### config.mk
export PLATFORM = sky130hd
export DESIGN_NAME = mul_sequencer
export DESIGN_NICKNAME = d
export VERILOG_FILES = /design/src/rtl/mul_sequencer_pkg.sv /design/src/rtl/mul_sequencer_alu_port_mux.sv /design/src/rtl/mul_sequencer.sv
export SDC_FILE = /design/constraint.sdc
export NUM_CORES = 1
export LEC_CHECK = 0
export ABC_AREA = 1
export BUFFER_PORTS_ARGS = -buffer_cell sky130_fd_sc_hd__buf_2
export CAP_MARGIN = 20
export CORE_MARGIN = 3
export CORE_UTILIZATION = 25
export DETAILED_ROUTE_END_ITERATION = 8
export PLACE_DENSITY = 0.55
export SLEW_MARGIN = 5
export SYNTH_ARGS = -nofsm -noshare
export SYNTH_HDL_FRONTEND = slang
export SYNTH_HIERARCHICAL = 1
export SYNTH_SLANG_ARGS = --single-unit
### constraint.sdc
create_clock -name clk -period 3.78 [get_ports clk]
set_input_delay 0.378 -clock clk [delete_from_list [all_inputs] [get_ports clk]]
set_output_delay 0.378 -clock clk [all_outputs]
set_load 0.02 [all_outputs]
### src/rtl/mul_sequencer_pkg.sv
// mul_sequencer_pkg: types and constants shared by the shift-add multiplier
// sequencer and its ALU port mux.
//   csr_t        : ALU / product flag bundle (Sign, Zero, Carry, Overflow)
//   mul_state_t  : sequencer FSM states (NEG_LO/NEG_HI only with MUL_SIGNED_EN)
//   ALU_*        : shared-ALU opcodes driven by the sequencer
//   MUL_ITER     : number of shift-add iterations
// Configuration macro: MUL_SIGNED_EN (signed operand support).
package mul_sequencer_pkg;

   typedef struct packed {
      logic Sign;
      logic Zero;
      logic Carry;
      logic Overflow;
   } csr_t;

`ifdef MUL_SIGNED_EN
   typedef enum logic [2:0] {
      IDLE   = 3'd0,
      RUN    = 3'd1,
      NEG_LO = 3'd2,
      NEG_HI = 3'd3,
      DONE   = 3'd4
   } mul_state_t;
`else
   typedef enum logic [2:0] {
      IDLE = 3'd0,
      RUN  = 3'd1,
      DONE = 3'd4
   } mul_state_t;
`endif

   localparam logic [2:0] ALU_ADD = 3'b000;
   localparam logic [2:0] ALU_SUB = 3'b001;
   localparam logic [2:0] ALU_NOT = 3'b101;

   localparam int MUL_ITER = 16;

   // Two's-complement magnitude; 0x8000 maps to 0x8000, which is correct
   // when the result is treated as unsigned.
   function automatic logic [15:0] abs16(input logic [15:0] x);
      return x[15] ? (~x + 16'd1) : x;
   endfunction

   // Flags of a finished product. Carry and Overflow both mean "the upper
   // half carries information beyond the lower half".
   function automatic csr_t product_csr(input logic [15:0] hi,
                                        input logic [15:0] lo,
                                        input logic        sgn);
      csr_t f;
      logic ovf;
      ovf        = sgn ? (hi != {16{lo[15]}}) : (hi != 16'd0);
      f.Sign     = hi[15];
      f.Zero     = ({hi, lo} == 32'd0);
      f.Carry    = ovf;
      f.Overflow = ovf;
      return f;
   endfunction

endpackage

### src/rtl/mul_sequencer_alu_port_mux.sv
// alu_port_mux: 2:1 select of the shared ALU input ports.
//   busy               : 1 = sequencer owns the ALU, 0 = pipeline owns it
//   pipe_ctrl/src1/src2: pipeline-side opcode and operands
//   seq_ctrl/src1/src2 : sequencer-side opcode and operands
//   alu_ctrl/src1/src2 : to the shared ALU
module alu_port_mux #(
   parameter int DATA_W = 16
) (
   input  logic              busy,
   input  logic [2:0]        pipe_ctrl,
   input  logic [DATA_W-1:0] pipe_src1,
   input  logic [DATA_W-1:0] pipe_src2,
   input  logic [2:0]        seq_ctrl,
   input  logic [DATA_W-1:0] seq_src1,
   input  logic [DATA_W-1:0] seq_src2,
   output logic [2:0]        alu_ctrl,
   output logic [DATA_W-1:0] alu_src1,
   output logic [DATA_W-1:0] alu_src2
);

   always_comb begin
      if (busy) begin
         alu_ctrl = seq_ctrl;
         alu_src1 = seq_src1;
         alu_src2 = seq_src2;
      end else begin
         alu_ctrl = pipe_ctrl;
         alu_src1 = pipe_src1;
         alu_src2 = pipe_src2;
      end
   end

endmodule

### src/rtl/mul_sequencer.sv
// mul_sequencer: multi-cycle 16x16->32 shift-add multiplier that borrows the
// core's shared combinational ALU (no adder of its own in the datapath).
//   clk, rst_n                 : clock, synchronous active-low reset
//   req_valid/ready/a/b/signed : multiply request handshake and operands
//   resp_valid/ready/hi/lo/csr : product handshake, product halves, flags
//   pipe_alu_req/ctrl/src1/src2: pipeline's ALU request, passed through when idle
//   pipe_stall                 : pipeline must stall (it wants the ALU, we own it)
//   alu_ctrl/src1/src2         : to shared ALU
//   alu_ret, alu_csr           : from shared ALU (only Carry is used)
// Configuration macro: MUL_SIGNED_EN (honour req_signed; adds NEG_LO/NEG_HI).
module mul_sequencer
   import mul_sequencer_pkg::*;
#(
   parameter int DATA_W = 16
) (
   input  logic              clk,
   input  logic              rst_n,
   input  logic              req_valid,
   output logic              req_ready,
   input  logic [DATA_W-1:0] req_a,
   input  logic [DATA_W-1:0] req_b,
   input  logic              req_signed,
   output logic              resp_valid,
   input  logic              resp_ready,
   output logic [DATA_W-1:0] resp_hi,
   output logic [DATA_W-1:0] resp_lo,
   output csr_t              resp_csr,
   input  logic              pipe_alu_req,
   input  logic [2:0]        pipe_alu_ctrl,
   input  logic [DATA_W-1:0] pipe_src1,
   input  logic [DATA_W-1:0] pipe_src2,
   output logic              pipe_stall,
   output logic [2:0]        alu_ctrl,
   output logic [DATA_W-1:0] alu_src1,
   output logic [DATA_W-1:0] alu_src2,
   input  logic [DATA_W-1:0] alu_ret,
   input  csr_t              alu_csr
);

   localparam int CNT_W = $clog2(DATA_W);

   if (DATA_W != 16) begin : g_width_check
      $error("mul_sequencer: DATA_W must be 16 (shared ALU is 16-bit)");
   end

   mul_state_t        state;
   logic [DATA_W-1:0] mcand;
   logic [DATA_W-1:0] hi;
   logic [DATA_W-1:0] lo;
   logic [CNT_W-1:0]  cnt;
   logic              busy;
   logic              sgn_op;
   logic [2:0]        seq_ctrl;
   logic [DATA_W-1:0] seq_src1;
   logic [DATA_W-1:0] seq_src2;

   logic [2:0] unused_alu_flags;
   assign unused_alu_flags = {alu_csr.Sign, alu_csr.Zero, alu_csr.Overflow};

`ifdef MUL_SIGNED_EN
   logic neg;
   logic borrow;
`else
   logic unused_req_signed;
   assign unused_req_signed = req_signed;
   assign sgn_op = 1'b0;
`endif

   assign busy       = (state != IDLE) && (state != DONE);
   assign req_ready  = (state == IDLE);
   assign resp_valid = (state == DONE);
   assign pipe_stall = pipe_alu_req & busy;
   assign resp_hi    = hi;
   assign resp_lo    = lo;
   assign resp_csr   = (state == DONE) ? product_csr(hi, lo, sgn_op) : '0;

   always_comb begin
      seq_ctrl = ALU_ADD;
      seq_src1 = '0;
      seq_src2 = '0;
      case (state)
         RUN: begin
            seq_ctrl = ALU_ADD;
            seq_src1 = hi;
            seq_src2 = lo[0] ? mcand : '0;
         end
`ifdef MUL_SIGNED_EN
         // Negate {hi,lo}: lo = -lo; hi = -hi if lo was zero, else ~hi.
         NEG_LO: begin
            seq_ctrl = ALU_SUB;
            seq_src2 = lo;
         end
         NEG_HI: begin
            seq_ctrl = borrow ? ALU_SUB : ALU_NOT;
            seq_src2 = hi;
         end
`endif
         default: ;
      endcase
   end

   alu_port_mux #(
      .DATA_W (DATA_W)
   ) u_alu_port_mux (
      .busy      (busy),
      .pipe_ctrl (pipe_alu_ctrl),
      .pipe_src1 (pipe_src1),
      .pipe_src2 (pipe_src2),
      .seq_ctrl  (seq_ctrl),
      .seq_src1  (seq_src1),
      .seq_src2  (seq_src2),
      .alu_ctrl  (alu_ctrl),
      .alu_src1  (alu_src1),
      .alu_src2  (alu_src2)
   );

   always_ff @(posedge clk) begin
      if (!rst_n) begin
         state  <= IDLE;
         mcand  <= '0;
         hi     <= '0;
         lo     <= '0;
         cnt    <= '0;
`ifdef MUL_SIGNED_EN
         neg    <= 1'b0;
         borrow <= 1'b0;
         sgn_op <= 1'b0;
`endif
      end else begin
         case (state)
            IDLE: begin
               if (req_valid) begin
                  state <= RUN;
                  hi    <= '0;
                  cnt   <= '0;
`ifdef MUL_SIGNED_EN
                  if (req_signed) begin
                     mcand  <= abs16(req_a);
                     lo     <= abs16(req_b);
                     neg    <= req_a[DATA_W-1] ^ req_b[DATA_W-1];
                     sgn_op <= 1'b1;
                  end else begin
                     mcand  <= req_a;
                     lo     <= req_b;
                     neg    <= 1'b0;
                     sgn_op <= 1'b0;
                  end
`else
                  mcand <= req_a;
                  lo    <= req_b;
`endif
               end
            end
            RUN: begin
               // ALU carry-out becomes the new MSB so 0xFFFF*0xFFFF keeps it.
               {hi, lo} <= {alu_csr.Carry, alu_ret, lo[DATA_W-1:1]};
               cnt      <= cnt + 1'b1;
               if (cnt == CNT_W'(MUL_ITER - 1)) begin
`ifdef MUL_SIGNED_EN
                  state <= neg ? NEG_LO : DONE;
`else
                  state <= DONE;
`endif
               end
            end
`ifdef MUL_SIGNED_EN
            NEG_LO: begin
               lo     <= alu_ret;
               borrow <= alu_csr.Carry;
               state  <= NEG_HI;
            end
            NEG_HI: begin
               hi    <= alu_ret;
               state <= DONE;
            end
`endif
            DONE: begin
               if (resp_ready) state <= IDLE;
            end
            default: state <= IDLE;
         endcase
      end
   end

endmodule

==> results.md, run 1 <==
* Status: finished, final reports clean
* Buffers on Ports at 162
* Grt ovf at 0
* Maximum clock rate at 422 MHz
* Placed Area at around 3900 um2
* CTS Root Cell: clkbuf_16
* Switching share of power at about 34%
* Final Max Tran Viols at 0
* Main synth FF type: dfxtp_1
* Most frequent cells in the layout: nand2_1, buf_2, nor2_1, dfxtp_1, o21ai_0
* Kind of end point of the critical path: output pin
* Synthesized instance count at between 500 and 600
* GR Layer Usage met3 at 3.26%
* GRT met1 Usage at between 10% and 20%
* CP max stage cell: nand2_2
* Fin worst setup slack at about 1400 ps
* First-pass GRT wire length at 14500 um
* Crit path buf inv count at 3
* Sequential element share of the synthesized area at between 30% and 40%
* Layout Skew at 6.20 ps
* Peak VDD IR at 0.184 mV
* Max_slew headroom at 54.1%
* Fin cells at between 700 and 800
* DRT antenna net count at 0
* Drt pass-1 iters at 4
* DR WL/cell at between 10 and 15 um
* Diodes inserted at 0
* # hold bufs at CTS at 0
* CP max stage delay at 490 ps
* Skew-Pair Late Insertion Delay at a little under 300 ps
* Total GRT Usage at a little over an eighth
* Seq. cell area at roughly 1100 um2
* Max clock buf depth at 2
* Post-route DRC at 0
* I/O pin count at around 170
* Routability Congestion at between 0.8 and 0.9
* Post-synth EDFFs at 0
* H-tree Lvls at 2
* Crit share post-route at 62.7%
* Layout cells sized above 1 at 29.4%
* Final Hold Viols at 0
* Cell Rows at 39
* Most common cell after layout, fill and taps aside: nand2_1
* Synth async-reset ratio at 0%
* Sequential power share at 43.0%
* Crit path max-delay family: simple AND/OR/NAND/NOR gates
* Die H at approximately 120 um
* Vias in the first global route at 3132
* CTS clk-pin slew, worst paths at 70 ps
* Critical Path AT at 1990 ps
* TritonCTS clock tree: done
* Setup bufs post-CTS at 0
* Nets at approximately 750
* RSZ-0062 raised after global routing: no
* Via count at 3470
* Pleak at around 2.1 nW
* Fin Setup TNS at 0 ps
* Clock share of power at around 30%
* Internal power at approximately 1000 uW
* Max-cap viol count at 0
* Inst Count DP at 790
* YS warnings at 6
* Worst slack, placed at around 1700 ps
* Comb pwr share at between 20 and 30%
* Least-Margin Pin Slew at about 690 ps
* Number of synthesized register bits at 54
* Multi-input gate area at 1640 um2
* Gr busiest metal: met2
* # resized after CTS at 0
* Net Switching at just over 500 uW
* Cts bufs inserted at 5
* HPWL after detailed placement at ~7000 um
* Synth Cell Area at just over 3000 um2
* Initial antenna violation count at 0
* Req. time, crit path at ~3400 ps
* Horiz. Die Dim at roughly 120 um
* Clock period minus worst slack at between 2000 and 2500 ps
* Total die area at about 14000 um2
* PD cells at ~380 nW/um2
* Worst Path Max Fanout at 36
* CP Launch Type: flip-flop
* Hold/Removal Path Class: in2reg
* Post-synth cell types at 23
* Total Wirelength at roughly 9700 um
* Clk sinks at 54
* Critical path class: reg2out
* Syn-to-layout area delta at 31.6%
* Drt first-iter violations at 190
* CORE AREA at 11700 um2
* Most used cell, CP: nand2_1
* Synth Area per Inst at between 5 and 6 um2
* Met2 Use GR at around 24%
* Final setup violation count at 0
* Number of vias per cell at roughly 4.4
* Critical Path, Cell by Cell: inv_2, nand2_2, buf_4, nor2_1, nand2_1, nand2_1, buf_2
* Initial Utilization at about a quarter
* Filler cell count at 1341
* Largest net degree at the start of global routing at 40
* Design Area, Final at approximately 4000 um2
[metrics by stage]
stage	power (mW)	util (%)	hold slack, ps
6_report	1.52	34.4	345
5_1_grt	1.61	34.4	348
4_1_cts	1.55	34.4	337
3_5_place_dp	1.08	33.2	470
3_3_place_gp	1.08	33.2	462
2_1_floorplan	0.943	-	452
[logic make-up (layout without fill, tap and decap cells)]
group           Yosys count  in the layout  share of synthesized area, %
simple gates            328            328                          42.6
other cells               1              3                         0.123
compound gates           64             64                          10.6
flops                    54             54                          35.5
buf+inv                  62            204                          10.8
fa+ha+maj                 1              1                         0.411
[cell usage after synthesis (all sizes together), types with 4 or more instances]
cell	instances	area (um2)
nor2	112	425
nand3	6	30.0
dfxtp	54	1080
nand4	4	25.0
buf	21	165
nand2	205	812
clkbuf	9	33.8
inv	32	130
a21oi	22	110
o21ai	41	205
[power groups by stage]
stage | Clock [mW] | Combinational, mW | Sequential, mW
2_1_floorplan | 0 | 0.256 | 0.687
3_3_place_gp | 0 | 0.416 | 0.663
3_5_place_dp | 0 | 0.420 | 0.664
4_1_cts | 0.473 | 0.422 | 0.651
5_1_grt | 0.490 | 0.463 | 0.659
6_report | 0.450 | 0.414 | 0.651
[worst register-to-register path: stages (launching register included)]
cell     delay [ps]
dfxtp_2         330
buf_4           400
inv_1           130
nor2_2          550
buf_4           350
o21ai_0         120
a21oi_1         140
[final cells by class]
type / count / share of cell area (%)
Clock buffer: 5 / 3.12
Clock inverter: 2 / 0.344
Inverter: 32 / 3.25
Multi-Input combinational cell: 396 / 41.0
Sequential cell: 54 / 27.0
Tap cell: 143 / 4.47
Timing Repair Buffer: 165 / 20.8
[routing by layer]
metal / wire length [um] / vias to the layer above
met5: 0 / -
met4: 46 / 0
met3: 691 / 4
met2: 4710 / 98
met1: 4240 / 1532
li1: - / 1836
[worst paths after layout]
path / cells after the start / from / to / slack [ps]
max: 7 / state[2]$_SDFFE_PN0P_ / alu_src2[0] / 1410
min: 3 / alu_ret[3] / resp_hi[2]$_SDFFE_PN0P_ / 350
max reg2reg: 6 / state[0]$_SDFFE_PN0P_ / state[0]$_SDFFE_PN0P_ / 1690
min reg2reg: 2 / resp_hi[1]$_SDFFE_PN0P_ / resp_hi[1]$_SDFFE_PN0P_ / 480
[sequential cells by signal, indices dropped and copies added, names as in the netlist]
register,count
resp_lo,16
resp_hi,16
cnt,4
state,2
mcand,16
No activity file was read; power rests on OpenSTA's default activity.
==> inputs of run 2 (changes only) <==
==> constraint.sdc (replaced) <==
create_clock -name clk -period 2.4 [get_ports clk]
set_input_delay 0.24 -clock clk [delete_from_list [all_inputs] [get_ports clk]]
set_output_delay 0.24 -clock clk [all_outputs]
set_load 0.02 [all_outputs]
==> results.md, run 2 (synthesis gave the netlist of run 1 again) <==
* Fin Setup TNS at 0 ps (unchanged)
* Final Hold Viols at 0 (unchanged)
* # resized after CTS at 0 (unchanged)
* Maximum clock rate at about 500 MHz
* CP max stage delay at 400 ps (-90 ps)
* Final Max Tran Viols at 0 (unchanged)
* Layout cells sized above 1 at 29.4% (+0.063 points)
* Critical Path, Cell by Cell: inv_2, nand2_2, buf_12, nor2_1, nand2_1, nand2_1, buf_2
* Cell Rows at 39 (unchanged)
* First-pass GRT wire length at 15100 um (+3.8%)
* Setup bufs post-CTS at 0 (unchanged)
* Seq. cell area at 1080 um2 (unchanged)
* Vias in the first global route at 3281 (+4.8%)
* H-tree Lvls at 2 (unchanged)
* CORE AREA at 11700 um2 (unchanged)
* DR WL/cell at 11.9 um (-1.9%)
* I/O pin count at 167 (unchanged)
* Skew-Pair Late Insertion Delay at 290 ps (about the same)
* Crit share post-route at 82.2%
* Least-Margin Pin Slew at 698 ps (+9.51 ps)
* TritonCTS clock tree: done
* Nets at 749 (+0.13%)
* Drt first-iter violations at 120 (-37%)
* Peak VDD IR at 0.276 mV (+50%)
* Grt ovf at 0 (unchanged)
* Via count at 3469 (-0.029%)
* Most common cell after layout, fill and taps aside: nand2_1
* Status: finished, final reports clean
* Most frequent cells in the layout: nand2_1, buf_2, nor2_1, dfxtp_1, o21ai_0
* Syn-to-layout area delta at 33.0%
* CTS Root Cell: clkbuf_16
* Hold slack at 202 ps (-143 ps)
* Critical path class: reg2out
* Total Wirelength at 9520 um (-1.7%)
* DRT antenna net count at 0 (unchanged)
* Initial Utilization at 26.1% (unchanged)
* Largest net degree at the start of global routing at 38 (-5.0%)
* # hold bufs at CTS at 0 (unchanged)
* CP max stage cell: dfxtp_1
* PD cells at 599 nW/um2 (+58%)
* Final setup violation count at 0 (unchanged)
* Total GRT Usage at 13.7% (+0.50 points)
* Post-route DRC at 0 (unchanged)
* Worst Path Max Fanout at 32 (-11%)
* Max_slew headroom at 53.4% (-0.63 points)
* Multi-input gate area at 1640 um2 (unchanged)
* RSZ-0062 raised after global routing: no
* Layout Skew at 7.54 ps (+1.35 ps)
* CP Launch Type: flip-flop
* Total die area at 13500 um2 (unchanged)
* Clk sinks at 54 (unchanged)
* Die H at 116 um (unchanged)
* Horiz. Die Dim at 116 um (unchanged)
* Max-cap viol count at 0 (unchanged)
* Critical Path AT at 1730 ps (-260 ps)
* Pleak at 2.11 nW (+0.88%)
* Kind of end point of the critical path: output pin
* Diodes inserted at 0 (unchanged)
* Clock period minus worst slack at around 2000 ps
* Drt pass-1 iters at 4 (unchanged)
* Max clock buf depth at 2 (unchanged)
* CTS clk-pin slew, worst paths at 70 ps (about the same)
* Filler cell count at 1280 (-4.5%)
* Buffers on Ports at 162 (unchanged)
* Req. time, crit path at 2160 ps (-1240 ps)
* Number of vias per cell at 4.34 (-0.28%)
* Routability Congestion at 0.803 (-1.5%)
* Cts bufs inserted at 5 (unchanged)
* Most used cell, CP: nand2_1
* Hold/Removal Path Class: in2reg
* Initial antenna violation count at 0 (unchanged)
* HPWL after detailed placement at 7100 um (-0.48%)
run 2: changes by cell type in the layout (fill, tap and decap cells not counted):
cell | before | now
clkinv_2 | 1 | 0
buf_4 | 3 | 2
clkbuf_8 | 0 | 1
buf_12 | 0 | 2
clkbuf_1 | 0 | 1
run 2: where the power goes:
part           switching [mW]  internal, mW
sequential             0.0611         0.966
clock                   0.324         0.420
combinational           0.426         0.230
run 2: final cells by class:
cell class | count | area share (%)
multi-input combinational | 396 | 40.5
inverter | 32 | 3.21
tap | 143 | 4.42
clock buffer | 7 | 3.52
timing repair buffer | 166 | 21.4
sequential | 54 | 26.7
clock inverter | 1 | 0.216
run 2: metal layers:
layer / GRT usage, % / up-vias / share of wire [%]
met4: 2.40 / 0 / 0.36
met3: 3.32 / 2 / 6.5
met5: 0 / - / 0
li1: - / 1844 / -
met2: 24.9 / 104 / 49
met1: 16.5 / 1519 / 44
run 2: metrics by stage:
stage,instances,utilization (%),cell area [um2],total power [mW],setup slack (ps)
6_report,799,34.7,4050,2.43,426
5_1_grt,799,34.7,4050,2.59,257
2_1_floorplan,512,-,3050,1.48,803
4_1_cts,799,34.7,4050,2.48,368
3_5_place_dp,791,33.4,3900,1.72,602
3_3_place_gp,791,33.4,3900,1.71,636
run 2: path summary, 6_finish.rpt:
path | to | cells after the start | slack [ps] | startpoint
setup / recovery | alu_src2[15] | 7 | 430 | state[2]$_SDFFE_PN0P_
hold reg to reg | resp_hi[1]$_SDFFE_PN0P_ | 2 | 480 | resp_hi[1]$_SDFFE_PN0P_
setup reg to reg | resp_hi[9]$_SDFFE_PN0P_ | 6 | 650 | state[2]$_SDFFE_PN0P_
hold / removal | resp_hi[2]$_SDFFE_PN0P_ | 3 | 200 | alu_ret[3]
run 2: critical path, delay by kind of cell, from the launching register on:
family,cells,cell delay (ps)
buffers and inverters,3,450
DFF,1,400
and+or+nand+nor,4,570
==> inputs of run 3 (changes only) <==
--- a/config.mk
+++ b/config.mk
@@ -5,13 +5,13 @@
 export SDC_FILE = /design/constraint.sdc
 export NUM_CORES = 1
 export LEC_CHECK = 0
-export ABC_AREA = 1
+export ABC_AREA = 0
 export BUFFER_PORTS_ARGS = -buffer_cell sky130_fd_sc_hd__buf_2
 export CAP_MARGIN = 20
 export CORE_MARGIN = 3
 export CORE_UTILIZATION = 25
 export DETAILED_ROUTE_END_ITERATION = 8
-export PLACE_DENSITY = 0.55
+export PLACE_DENSITY = 0.57
 export SLEW_MARGIN = 5
 export SYNTH_ARGS = -nofsm -noshare
 export SYNTH_HDL_FRONTEND = slang
==> constraint.sdc (replaced) <==
create_clock -name clk -period 1.79 [get_ports clk]
set_input_delay 0.179 -clock clk [delete_from_list [all_inputs] [get_ports clk]]
set_output_delay 0.179 -clock clk [all_outputs]
set_load 0.02 [all_outputs]
==> results.md, run 3 <==
* Most frequent cell after synthesis: nand2_1
* Clk sinks at 54 (unchanged)
* Nets at 610 (-19%)
* Design Area, Final at 4270 um2 (+5.5%)
* Most common cell after layout, fill and taps aside: buf_2
* Largest family of logic cells by synthesized area: simple AND/OR/NAND/NOR gates
* Synth Cell Area at 3020 um2 (-0.90%)
* Hold Path Stages at 3 (unchanged)
* Post-Synth Simple-Gate Area at 25.9% (-17 points)
* Req. time, crit path at 1610 ps (-550 ps)
* CTS Root Cell: clkbuf_16
* Reg2Reg Depth at 5 (-1)
* Post-synthesis adder-cell area fraction at 0.415% (+0.0037 points)
* Syn-to-layout area delta at 41.6%
* Drt first-iter violations at 168 (+40%)
* Buffers on Ports at 162 (unchanged)
* Top cell type's share of synthesized area at 35.8% (+0.32 points)
* Synthesized instance count at 360 (-29%)
* Max clock buf depth at 2 (unchanged)
* CP Launch Type: flip-flop
* Most frequent cells in the layout: buf_2, nand2_1, dfxtp_1, a21oi_1, mux2_4
* Post-synth EDFFs at 0 (unchanged)
* Synth Area in XOR/XNOR at 0% (unchanged)
* Die H at 116 um (-0.43%)
* TritonCTS clock tree: done
* RSZ-0062 raised after global routing: yes
* Drt pass-1 iters at 6 (+2)
* Crit share post-route at between 90% and 100%
* Met3 wire length at 529 um (-15%)
* Worst slack, placed at 177 ps (-425 ps)
* YS warnings at 6 (unchanged)
* Placed Area at 3910 um2 (+0.22%)
* Critical Path AT at 1590 ps (-140 ps)
* Seq. cell area at 1090 um2 (+0.92%)
* Synth async-reset ratio at 0% (unchanged)
* Main synth FF type: dfxtp_1
* Compound-gate portion of the synthesized area at 12.8% (+2.3 points)
* Final Hold Viols at 0 (unchanged)
* Critical path class: reg2out
* Hold Startpoint: req_a[4]
* CTS clk-pin slew, worst paths at 70 ps (about the same)
* Total power at 3.39 mW (+40%)
* Hold/Removal Path Class: in2reg
* Horiz. Die Dim at 116 um (-0.43%)
* I/O pin count at 167 (unchanged)
* Skew-Pair Late Insertion Delay at 290 ps (about the same)
* Fin worst setup slack at 16.8 ps (-409 ps)
* Initial antenna violation count at 0 (unchanged)
* Total Wirelength at 9210 um (-3.3%)
* Post-route DRC at 0 (unchanged)
* RR Startpoint: state[0]$_SDFFE_PN0P_
* Peak VDD IR at 0.465 mV (+68%)
* Post-synthesis mux area share at 16.8% (+17 points)
* Diodes inserted at 0 (unchanged)
* Final Max Tran Viols at 0 (unchanged)
* HPWL after detailed placement at 6610 um (-6.9%)
* DRT antenna net count at 0 (unchanged)
* Layout Skew at 7.73 ps (+0.185 ps)
* Via count at 3085 (-11%)
* Largest net degree at the start of global routing at 39 (+2.6%)
* Sequential element share of the synthesized area at 35.8% (+0.32 points)
* Worst setup startpoint: resp_hi[3]$_SDFFE_PN0P_
* First-pass GRT wire length at 14200 um (-5.7%)
* Number of synthesized register bits at 54 (unchanged)
* Main area contributors after synthesis: dfxtp_1, mux2_4, nand2_1
* Max-cap viol count at 0 (unchanged)
* Worst Path Max Fanout at 4 (-88%)
* PD cells at 793 nW/um2 (+32%)
* Synth Area per Inst at 8.38 um2 (+40%)
* Cts bufs inserted at 5 (unchanged)
* Pleak at 2.05 nW (-3.0%)
* Status: finished, final reports clean
* H-tree Lvls at 2 (unchanged)
* Cell Rows at 39 (unchanged)
* Grt ovf at 0 (unchanged)
* Clock period minus worst slack at 1770 ps
* DR WL/cell at 13.9 um (+17%)
* Routability Congestion at 0.800 (-0.36%)
* Synth area leader: dfxtp_1
* Maximum clock rate at approximately 560 MHz
* Initial Utilization at 26.0% (-0.13 points)
* CORE AREA at 11600 um2 (-0.42%)
* Total die area at 13400 um2 (-0.86%)
* Kind of end point of the critical path: output pin
* Layout cells sized above 1 at 45.8% (+16 points)
* Met2 wire len at 4510 um (-4.3%)
* Metal1 wirelength at 4060 um (-2.3%)
* Multi-input gate area at 1740 um2 (+5.6%)
* Post-synth cell types at 30 (+30%)
* Post-synth top cells: nand2_1, dfxtp_1, a21oi_1
* Vias in the first global route at 2910 (-11%)
* Total GRT Usage at 12.9% (-0.81 points)
* DR top layer: met4
* Number of vias per cell at 4.67 (+7.7%)
* Filler cell count at 1238 (-3.3%)
* Final setup violation count at 0 (unchanged)
## run 3: final cells by class
| cell class | count | share of cell area [%] |
|---|---|---|
| repair buffers | 180 | 25.6 |
| clock buffers | 5 | 2.93 |
| well taps | 143 | 4.19 |
| flip-flops and latches | 54 | 25.6 |
| inverters | 1 | 0.0878 |
| multi-input cells | 274 | 40.6 |
| clock inverters | 3 | 1.05 |
## run 3: per-stage QoR
step / hold slack [ps] / TNS [ps] / cells / util [%]
after floorplan: 315 / 0 / 362 / -
after global placement: 426 / 0 / 647 / 33.7
after detailed placement: 430 / 0 / 647 / 33.7
after CTS: 121 / -17.2 / 661 / 36.9
after global routing: 128 / -219 / 660 / 36.8
final: 128 / 0 / 660 / 36.8
## run 3: critical path: stages (launching register included)
cell,delay [ps]
dfxtp_1,330
nor4_1,350
nand4_1,230
nor3_2,210
buf_4,180
## run 3: cell families after synthesis
group / Yosys count
AO/OA/AOI/OAI: 72
AND/OR/NAND/NOR: 163
flip-flops: 54
buffers and inverters: 34
adder cells (fa/ha/maj): 1
other: 1
multiplexers: 35
## run 3: per-layer routing
metal	vias up	track usage (%)
li1	1550	-
met1	1425	16.5
met2	102	22.6
met3	8	2.35
met4	0	2.86
met5	-	0
## run 3: worst paths after layout
path	to	slack (ps)
min	mcand[4]$_SDFFE_PN0P_	130
max reg2reg	resp_hi[10]$_SDFFE_PN0P_	270
max	resp_csr[2]	20
min reg2reg	mcand[9]$_SDFFE_PN0P_	450
## run 3: where the power goes
part / internal (mW) / switching (mW) / leakage [nW]
registers: 1.28 / 0.0769 / 0.446
logic: 0.430 / 0.498 / 1.53
clock network: 0.660 / 0.443 / 0.0760
## run 3: what timing repair did
action                                  4_1_cts  5_1_grt
cloned                                        2        0
buffers inserted                              4        0
hold buffers                                  0        0
gates resized for setup                      31        4
hold endpoints to repair                      0        0
endpoints found under the setup margin       35       21
pin swaps                                     3        1
